`src/rtl/ir_store_ctrl.sv`:
```
// Instruction store: streaming valid/ready load phase with an auto-incrementing
// write pointer, followed by a run phase with a 1-cycle registered fetch port.
module ir_store_ctrl #(
    parameter int DATA_WIDTH = 16,
    parameter int ADDR_WIDTH = 4
) (
    input  logic                  clk,
    input  logic                  rst,
    input  logic                  mode_load,
    input  logic                  ld_valid,
    input  logic [DATA_WIDTH-1:0] ld_data,
    output logic                  ld_ready,
    output logic                  ld_done,
    input  logic                  fetch_en,
    input  logic [ADDR_WIDTH-1:0] fetch_addr,
    output logic [DATA_WIDTH-1:0] fetch_data,
    output logic                  fetch_valid,
    output logic                  fetch_err,
    output logic [ADDR_WIDTH:0]   word_count,
    output logic                  busy_load
);

    localparam int DEPTH = 2 ** ADDR_WIDTH;
    localparam logic [ADDR_WIDTH:0]   DEPTH_CNT = (ADDR_WIDTH + 1)'(DEPTH);
    localparam logic [ADDR_WIDTH:0]   LAST_CNT  = (ADDR_WIDTH + 1)'(DEPTH - 1);
    localparam logic [ADDR_WIDTH:0]   CNT_ONE   = {{ADDR_WIDTH{1'b0}}, 1'b1};
    localparam logic [ADDR_WIDTH-1:0] PTR_ONE   = {{(ADDR_WIDTH - 1){1'b0}}, 1'b1};

    typedef enum logic [1:0] {
        IDLE = 2'd0,
        LOAD = 2'd1,
        FULL = 2'd2,
        RUN  = 2'd3
    } state_t;

    state_t                  state_reg, state_next;
    logic [ADDR_WIDTH-1:0]   wr_ptr_reg, wr_ptr_next;
    logic [ADDR_WIDTH:0]     count_reg, count_next;
    logic                    ld_done_reg, ld_done_next;

    logic                    xfer;
    logic                    fetch_take;
    logic                    fetch_hit;

    logic [DATA_WIDTH-1:0]   mem [DEPTH];
    logic [DATA_WIDTH-1:0]   rd_data_reg;
    logic                    blank_reg;
    logic                    fetch_valid_reg;
    logic                    fetch_err_reg;

    assign ld_ready   = (state_reg == LOAD) && (count_reg < DEPTH_CNT);
    assign xfer       = ld_ready && ld_valid;
    assign fetch_take = (state_reg == RUN) && fetch_en;
    assign fetch_hit  = ({1'b0, fetch_addr} < count_reg);

    always_comb begin
        state_next   = state_reg;
        wr_ptr_next  = wr_ptr_reg;
        count_next   = count_reg;
        ld_done_next = 1'b0;
        case (state_reg)
            IDLE: begin
                if (mode_load) begin
                    state_next  = LOAD;
                    wr_ptr_next = '0;
                    count_next  = '0;
                end else begin
                    state_next = RUN;
                end
            end
            LOAD: begin
                if (xfer) begin
                    wr_ptr_next = wr_ptr_reg + PTR_ONE;
                    count_next  = count_reg + CNT_ONE;
                end
                // Leaving on mode_load takes priority; either exit pulses ld_done once.
                if (!mode_load) begin
                    state_next   = RUN;
                    ld_done_next = 1'b1;
                end else if (xfer && (count_reg == LAST_CNT)) begin
                    state_next   = FULL;
                    ld_done_next = 1'b1;
                end
            end
            FULL: begin
                if (!mode_load) begin
                    state_next = RUN;
                end
            end
            RUN: begin
                if (mode_load) begin
                    state_next  = LOAD;
                    wr_ptr_next = '0;
                    count_next  = '0;
                end
            end
            default: begin
                state_next = IDLE;
            end
        endcase
    end

    always_ff @(posedge clk) begin
        if (rst) begin
            state_reg   <= IDLE;
            wr_ptr_reg  <= '0;
            count_reg   <= '0;
            ld_done_reg <= 1'b0;
        end else begin
            state_reg   <= state_next;
            wr_ptr_reg  <= wr_ptr_next;
            count_reg   <= count_next;
            ld_done_reg <= ld_done_next;
        end
    end

    // Storage has no reset so it maps onto block RAM with a registered read.
    always_ff @(posedge clk) begin
        if (xfer && !rst) begin
            mem[wr_ptr_reg] <= ld_data;
        end
        if (fetch_take) begin
            rd_data_reg <= mem[fetch_addr];
        end
    end

    // blank_reg forces zero data after reset and for out-of-range fetches.
    always_ff @(posedge clk) begin
        if (rst) begin
            fetch_valid_reg <= 1'b0;
            fetch_err_reg   <= 1'b0;
            blank_reg       <= 1'b1;
        end else begin
            fetch_valid_reg <= fetch_take;
            if (fetch_take) begin
                fetch_err_reg <= !fetch_hit;
                blank_reg     <= !fetch_hit;
            end
        end
    end

    assign fetch_data  = blank_reg ? '0 : rd_data_reg;
    assign fetch_valid = fetch_valid_reg;
    assign fetch_err   = fetch_err_reg;
    assign ld_done     = ld_done_reg;
    assign word_count  = count_reg;
    assign busy_load   = (state_reg == LOAD);

endmodule
```
`config.mk`:
```
export PLATFORM = sky130hd
export DESIGN_NAME = ir_store_ctrl
export DESIGN_NICKNAME = d
export VERILOG_FILES = /design/src/rtl/ir_store_ctrl.sv
export SDC_FILE = /design/constraint.sdc
export NUM_CORES = 1
export LEC_CHECK = 0
export BUFFER_PORTS_ARGS = -buffer_cell sky130_fd_sc_hd__buf_2
export CAP_MARGIN = 30
export CORE_UTILIZATION = 55
export DETAILED_ROUTE_END_ITERATION = 8
export GPL_TIMING_DRIVEN = 1
export PLACE_DENSITY = 0.71
export SLEW_MARGIN = 20
export SYNTH_ARGS = -nofsm -noshare
export SYNTH_HDL_FRONTEND = slang
export SYNTH_SLANG_ARGS = --single-unit
```
`constraint.sdc`:
```
create_clock -name clk -period 2.39 [get_ports clk]
set_input_delay 0.1195 -clock clk [delete_from_list [all_inputs] [get_ports clk]]
set_output_delay 0.1195 -clock clk [all_outputs]
set_load 0.02 [all_outputs]
```
## Yosys cells after proc, flatten, opt, wreduce, memory -nomap -nowiden

Memory sizes are Yosys's and may differ from the RTL's. A register that Yosys moved wholly into a read port is not among the register bits.
Cells that the tools add are included.
Widths: inputs -> output; s select.

- Reductions and logical operators: 13
- Muxes and demuxes: 17
- $add $sub $neg: 2
- Order comparisons: 2
- Equal/unequal tests: 9
- Bitwise logic cells: 1

Operators by type and width:

| operator | number |
|---|---|
| $mux 16 | 1 |
| $mux 2 | 5 |
| $mux 5 | 2 |
| $pmux 5 s2 | 1 |
| $mux 4 | 2 |
| $pmux 2 s4 | 1 |
| $pmux 4 s2 | 1 |
| $reduce_and 3->1 | 2 |
| $add 5x1->5 const B | 1 |
| $eq 5x4->1 const B | 1 |
| $logic_and 1x1->1 | 5 |
| $lt 4x5->1 | 1 |
| $lt 5x5->1 const B | 1 |
| $add 4x1->4 const B | 1 |
| $eq 2x2->1 const B | 2 |
| $mux 1 | 4 |
| $ne 2x1->1 const B | 2 |
| $ne 2x2->1 const B | 2 |
| $reduce_or 2->1 | 2 |
| $ne 3x2->1 const B | 1 |
| $eq 2x1->1 const B | 1 |
| $logic_not 1->1 | 2 |
| $logic_not 2->1 | 1 |
| $reduce_bool 2->1 | 1 |
| $not 1->1 | 1 |

- Register bits: 15
- Logic and storage cells: 52
- Memory bits (writable): 256
- Memories: 1
- Bits of input ports: 25
- Output and inout port bits: 26

Memories:

| name | words | width | read ports | clocked after Yosys merged registers in | wr ports | line | text |
|---|---|---|---|---|---|---|---|
| mem | 16 | 16 | 1 | 1 | 1 | 45 | `logic [DATA_WIDTH-1:0] mem [DEPTH];` |

## Depth between registers and ports, before layout

- Depth in word-level cells: 7
- Mapped depth: 7
- Mapped depth without buffers: 7

## Least setup slack after synthesis

No wires, ideal clock.

- Kind: flip-flop to flip-flop
- Start: register state_reg[1]
- End: memory mem[3][0] (enable)
- Period minus slack after synthesis: 3.125 ns
- Required time: 1.981 ns
- Buffers on the path: 0
- Library setup time: 0.409 ns
- Arrival time: 2.716 ns
- Stages on the path, launching flop included: 7
- Slack: -0.735 ns
- Cell sequence: dfxtp_1 -> inv_1 -> ha_1 -> nor2b_1 -> and3b_1 -> nand2_1 -> nor3_1

- Word-level cells in the longest chain between the ends: 6

Ends and longest elaborated chain:

| what | line | text |
|---|---|---|
| from (decl) | 36 | `state_t state_reg, state_next;` |
| from (signal assigned) | 110 | `state_reg <= state_next;` |
| $eq 2x1->1 | - |  |
| via busy_load | 20 | `output logic busy_load` |
| $logic_and 1x1->1 | 51 | `assign ld_ready = (state_reg == LOAD) && (count_reg < DEPTH_CNT);` |
| via ld_ready | 12 | `output logic ld_ready,` |
| $logic_and 1x1->1 | 52 | `assign xfer = ld_ready && ld_valid;` |
| $logic_and 1x1->1 | 119 | `if (xfer && !rst) begin` |
| $mux 1 | 119 |  |
| $mux 1 (not written as such) | 120 | `mem[wr_ptr_reg] <= ld_data;` |
| to (decl) | 45 |  |

The timed path passes the listed nets, and every way through them passes these cells.

## Worst setup path in the final report

- Start: register state_reg[1]
- End: memory mem[3][12] (enable)

- Word-level cells in the longest chain between the ends: 6

Ends and longest elaborated chain:

| what | line |
|---|---|
| $eq 2x1->1 | 51 |
| $logic_and 1x1->1 | 51 |
| $logic_and 1x1->1 | 52 |
| $logic_and 1x1->1 | 119 |
| $mux 1 | 119 |
| $mux 1 (not written as such) | 120 |

No other way between the ends.

==> results.yml <==
setup_path:
  cp.required_ns: 2.60
  crit_arrival_ns: 2.37
  cp_max_fo: 16
  cp_slowest_stage_delay_ns: 0.35
  cp_cell_sequence: "inv_1 > ha_2 > nor2b_2 > and3b_1 > nand2_1 > nor3_4 > buf_4"
  path_delay_family: "simple AND/OR/NAND/NOR gates"
  path_buf_inv: 2
  worst-setup-path-type: "reg2reg"
  crit_path_end_kind: "flip-flop"
  start_kind: "flip-flop"
  crit_slowest_cell: "dfxtp_1"
yosys:
  synthTopCellsByArea: "edfxtp_1, mux4_2, mux4_1"
  synth_top_area_frac: 0.724
  synth_cells: 549
  yosysTopAreaCell: "edfxtp_1"
  ys_types: 38
  postSynth.asyncResetShare: 0
  yosys_warnings: 0
  synth.net_count: 588
  synth-seq-area-share: 0.751
  synth_area_per_cell_um2: 20.5
  synth_edf_count: 272
  synthTopCellsByCount: "edfxtp_1, mux4_2, a22oi_1"
  ys_seq_elements: 287
  ys.flop_type: "edfxtp_1"
  synth.most_common_cell: "edfxtp_1"
  netlist_area_um2: 11300
floorplanning:
  fp.dieH_um: 145
  die_w_um: 145
  row_count: 52
  core-area_um2: 20200
  io_pins: 51
  die_area_um2: 21100
  start_util: 0.559
finish:
  final_util: 0.649
  area_growth_syn_to_layout_pct: 16.0
  n_antenna_cell: 0
  final_layout_size_suffix_gt1_frac: 0.249
  stdcell_area_um2: 13100
  fillerInstances: 1375
  final_nets: 690
  finalNonFillerCells: 941
  largest_reg_flops: 256
route:
  drc: 0
  drt_first_iter_violations: 620
  wl_met2_um: 11500
  via_per_inst: 6.01
  met1_length_um: 9760
  drtAntennaViolNets: 0
  vias: 5657
  topRoutingLayerUsed: "met4"
  wl_met3_um: 1250
  wl_per_cell_um: 24.3
  first_pass_iters: 5
  wl_um: 22900
place:
  place_inst: 871
  port_buffers: 50
  hpwl_um: 13500
  gp_congestion: 0.736
  place_area_um2: 12100
  place_ws_ns: 0.251
grt:
  grt_pass1_wl_um: 34600
  grt_overflow: 0
  antenna_found_initial: 0
  first_global_vias: 5656
  grt_usage: 0.224
  grt_max_degree: 66
power:
  power.total_mw: 10.7
  powerDensity_nw_per_um2: 819
  max-vdd-ir-drop_mv: 0.745
  leakage_nw: 4.41
clock_tree:
  clockRootBuffer: "clkbuf_16"
  insertion_delay_ns: 0.53
  cts_buffers: 28
  clock-sinks: 287
  cts_tree: "built"
  cts_max_level: 1
  clkTransAtPathRegs_ns: 0.06
  post_cts_resize_count: 0
  clockBufferDepth: 3
sta:
  holdWs_ns: 0.125
  setup_tns_ns: 0
  slew_headroom: 0.486
  hold_viol: 0
  fin_skew_ns: 0.00716
  fin_ws_ns: 0.234
  tightestPinTransition_ns: 0.770
  max_freq_mhz: 464
  finalSetupViolations: 0
  grt_setup_unrepaired: "no"
  drv_slew: 0
  fin_crit_sh: 0.902
  period_needed_ns: 2.16
job:
  drv_cap: 0
run_status:
  status: "completed"
min_path:
  hold_class: "in2reg"
[worst reg2reg max path, stage by stage, from the launching register on]
cell and delay (ns):
dfxtp_1 0.35, inv_1 0.09, ha_2 0.26, nor2b_2 0.19, and3b_1 0.24, nand2_1 0.19
nor3_4 0.21, buf_4 0.31
[cells by family (layout without fill, tap and decap cells)]
| group | count (synthesis) | in the layout | synth area share |
|---|---|---|---|
| compound gates | 57 | 57 | 0.0375 |
| simple gates | 87 | 87 | 0.0378 |
| mux | 67 | 67 | 0.139 |
| flops | 287 | 287 | 0.751 |
| buf+inv | 37 | 159 | 0.0192 |
| fa+ha+maj | 14 | 14 | 0.0155 |
[metal layers]
layer	vias up	global-route usage
met2	195	0.371
li1	2479	-
met1	2946	0.319
met5	-	0
met3	37	0.0277
met4	0	0.0595
[report_power, final]
part / leakage, nW / internal (mW) / total (mW) / switching (mW)
logic: 1.45 / 0.421 / 1.09 / 0.671
clock network: 0.390 / 2.20 / 3.91 / 1.71
registers: 2.57 / 5.62 / 5.71 / 0.0881
total: 4.41 / 8.25 / 10.7 / 2.47
[cell usage in the layout, fill, tap and decap left out, types with 2 or more instances in the layout]
| cell type | count |
|---|---|
| buf_2 | 49 |
| nor2_2 | 12 |
| a211oi_1 | 3 |
| clkbuf_1 | 9 |
| clkbuf_16 | 29 |
| nand3_1 | 2 |
| inv_1 | 11 |
| a22oi_1 | 35 |
| dfxtp_1 | 15 |
| mux4_2 | 38 |
| clkinv_2 | 2 |
| a21oi_1 | 6 |
| edfxtp_1 | 272 |
| nand2b_1 | 7 |
| a211o_1 | 3 |
| buf_12 | 7 |
| dlygate4sd3_1 | 20 |
| mux4_1 | 26 |
| buf_4 | 22 |
| clkinv_1 | 9 |
| a311oi_1 | 3 |
| nand2_1 | 25 |
| mux2i_1 | 3 |
| nor2b_1 | 18 |
| and3b_1 | 2 |
| nor3_4 | 4 |
| nor2_1 | 10 |
| ha_1 | 13 |
[worst paths after layout]
path                        startpoint                      to  slack, ns  cells past startpoint
min reg2reg     fetch_err$_SDFFE_PP0P_  fetch_err$_SDFFE_PP0P_       0.48                      2
min                           ld_valid      ld_done$_SDFF_PP0_       0.13                      4
max          state_reg[1]$_SDFFE_PP0P_    mem[3][12]$_DFFE_PP_       0.23                      7
max reg2reg  state_reg[1]$_SDFFE_PP0P_    mem[3][12]$_DFFE_PP_       0.23                      7
[what timing repair did]
item / 4_1_cts / 5_1_grt
setup endpoints to repair: 0 / 0
endpoints found under the hold margin: 269 / 0
hold buffers: 20 / 0
buffers inserted: 0 / 0
[layout make-up]
cell class                      count  area, um^2  share of cell area
Sequential cell                   287        8470               0.647
Multi-Input combinational cell    225        2670               0.204
Clock buffer                       38         759              0.0581
Timing Repair Buffer               98         751              0.0574
Tap cell                          270         338              0.0258
Clock inverter                     12        51.3             0.00392
Inverter                           11        41.3             0.00316
Power figures use the tool's default switching activity.
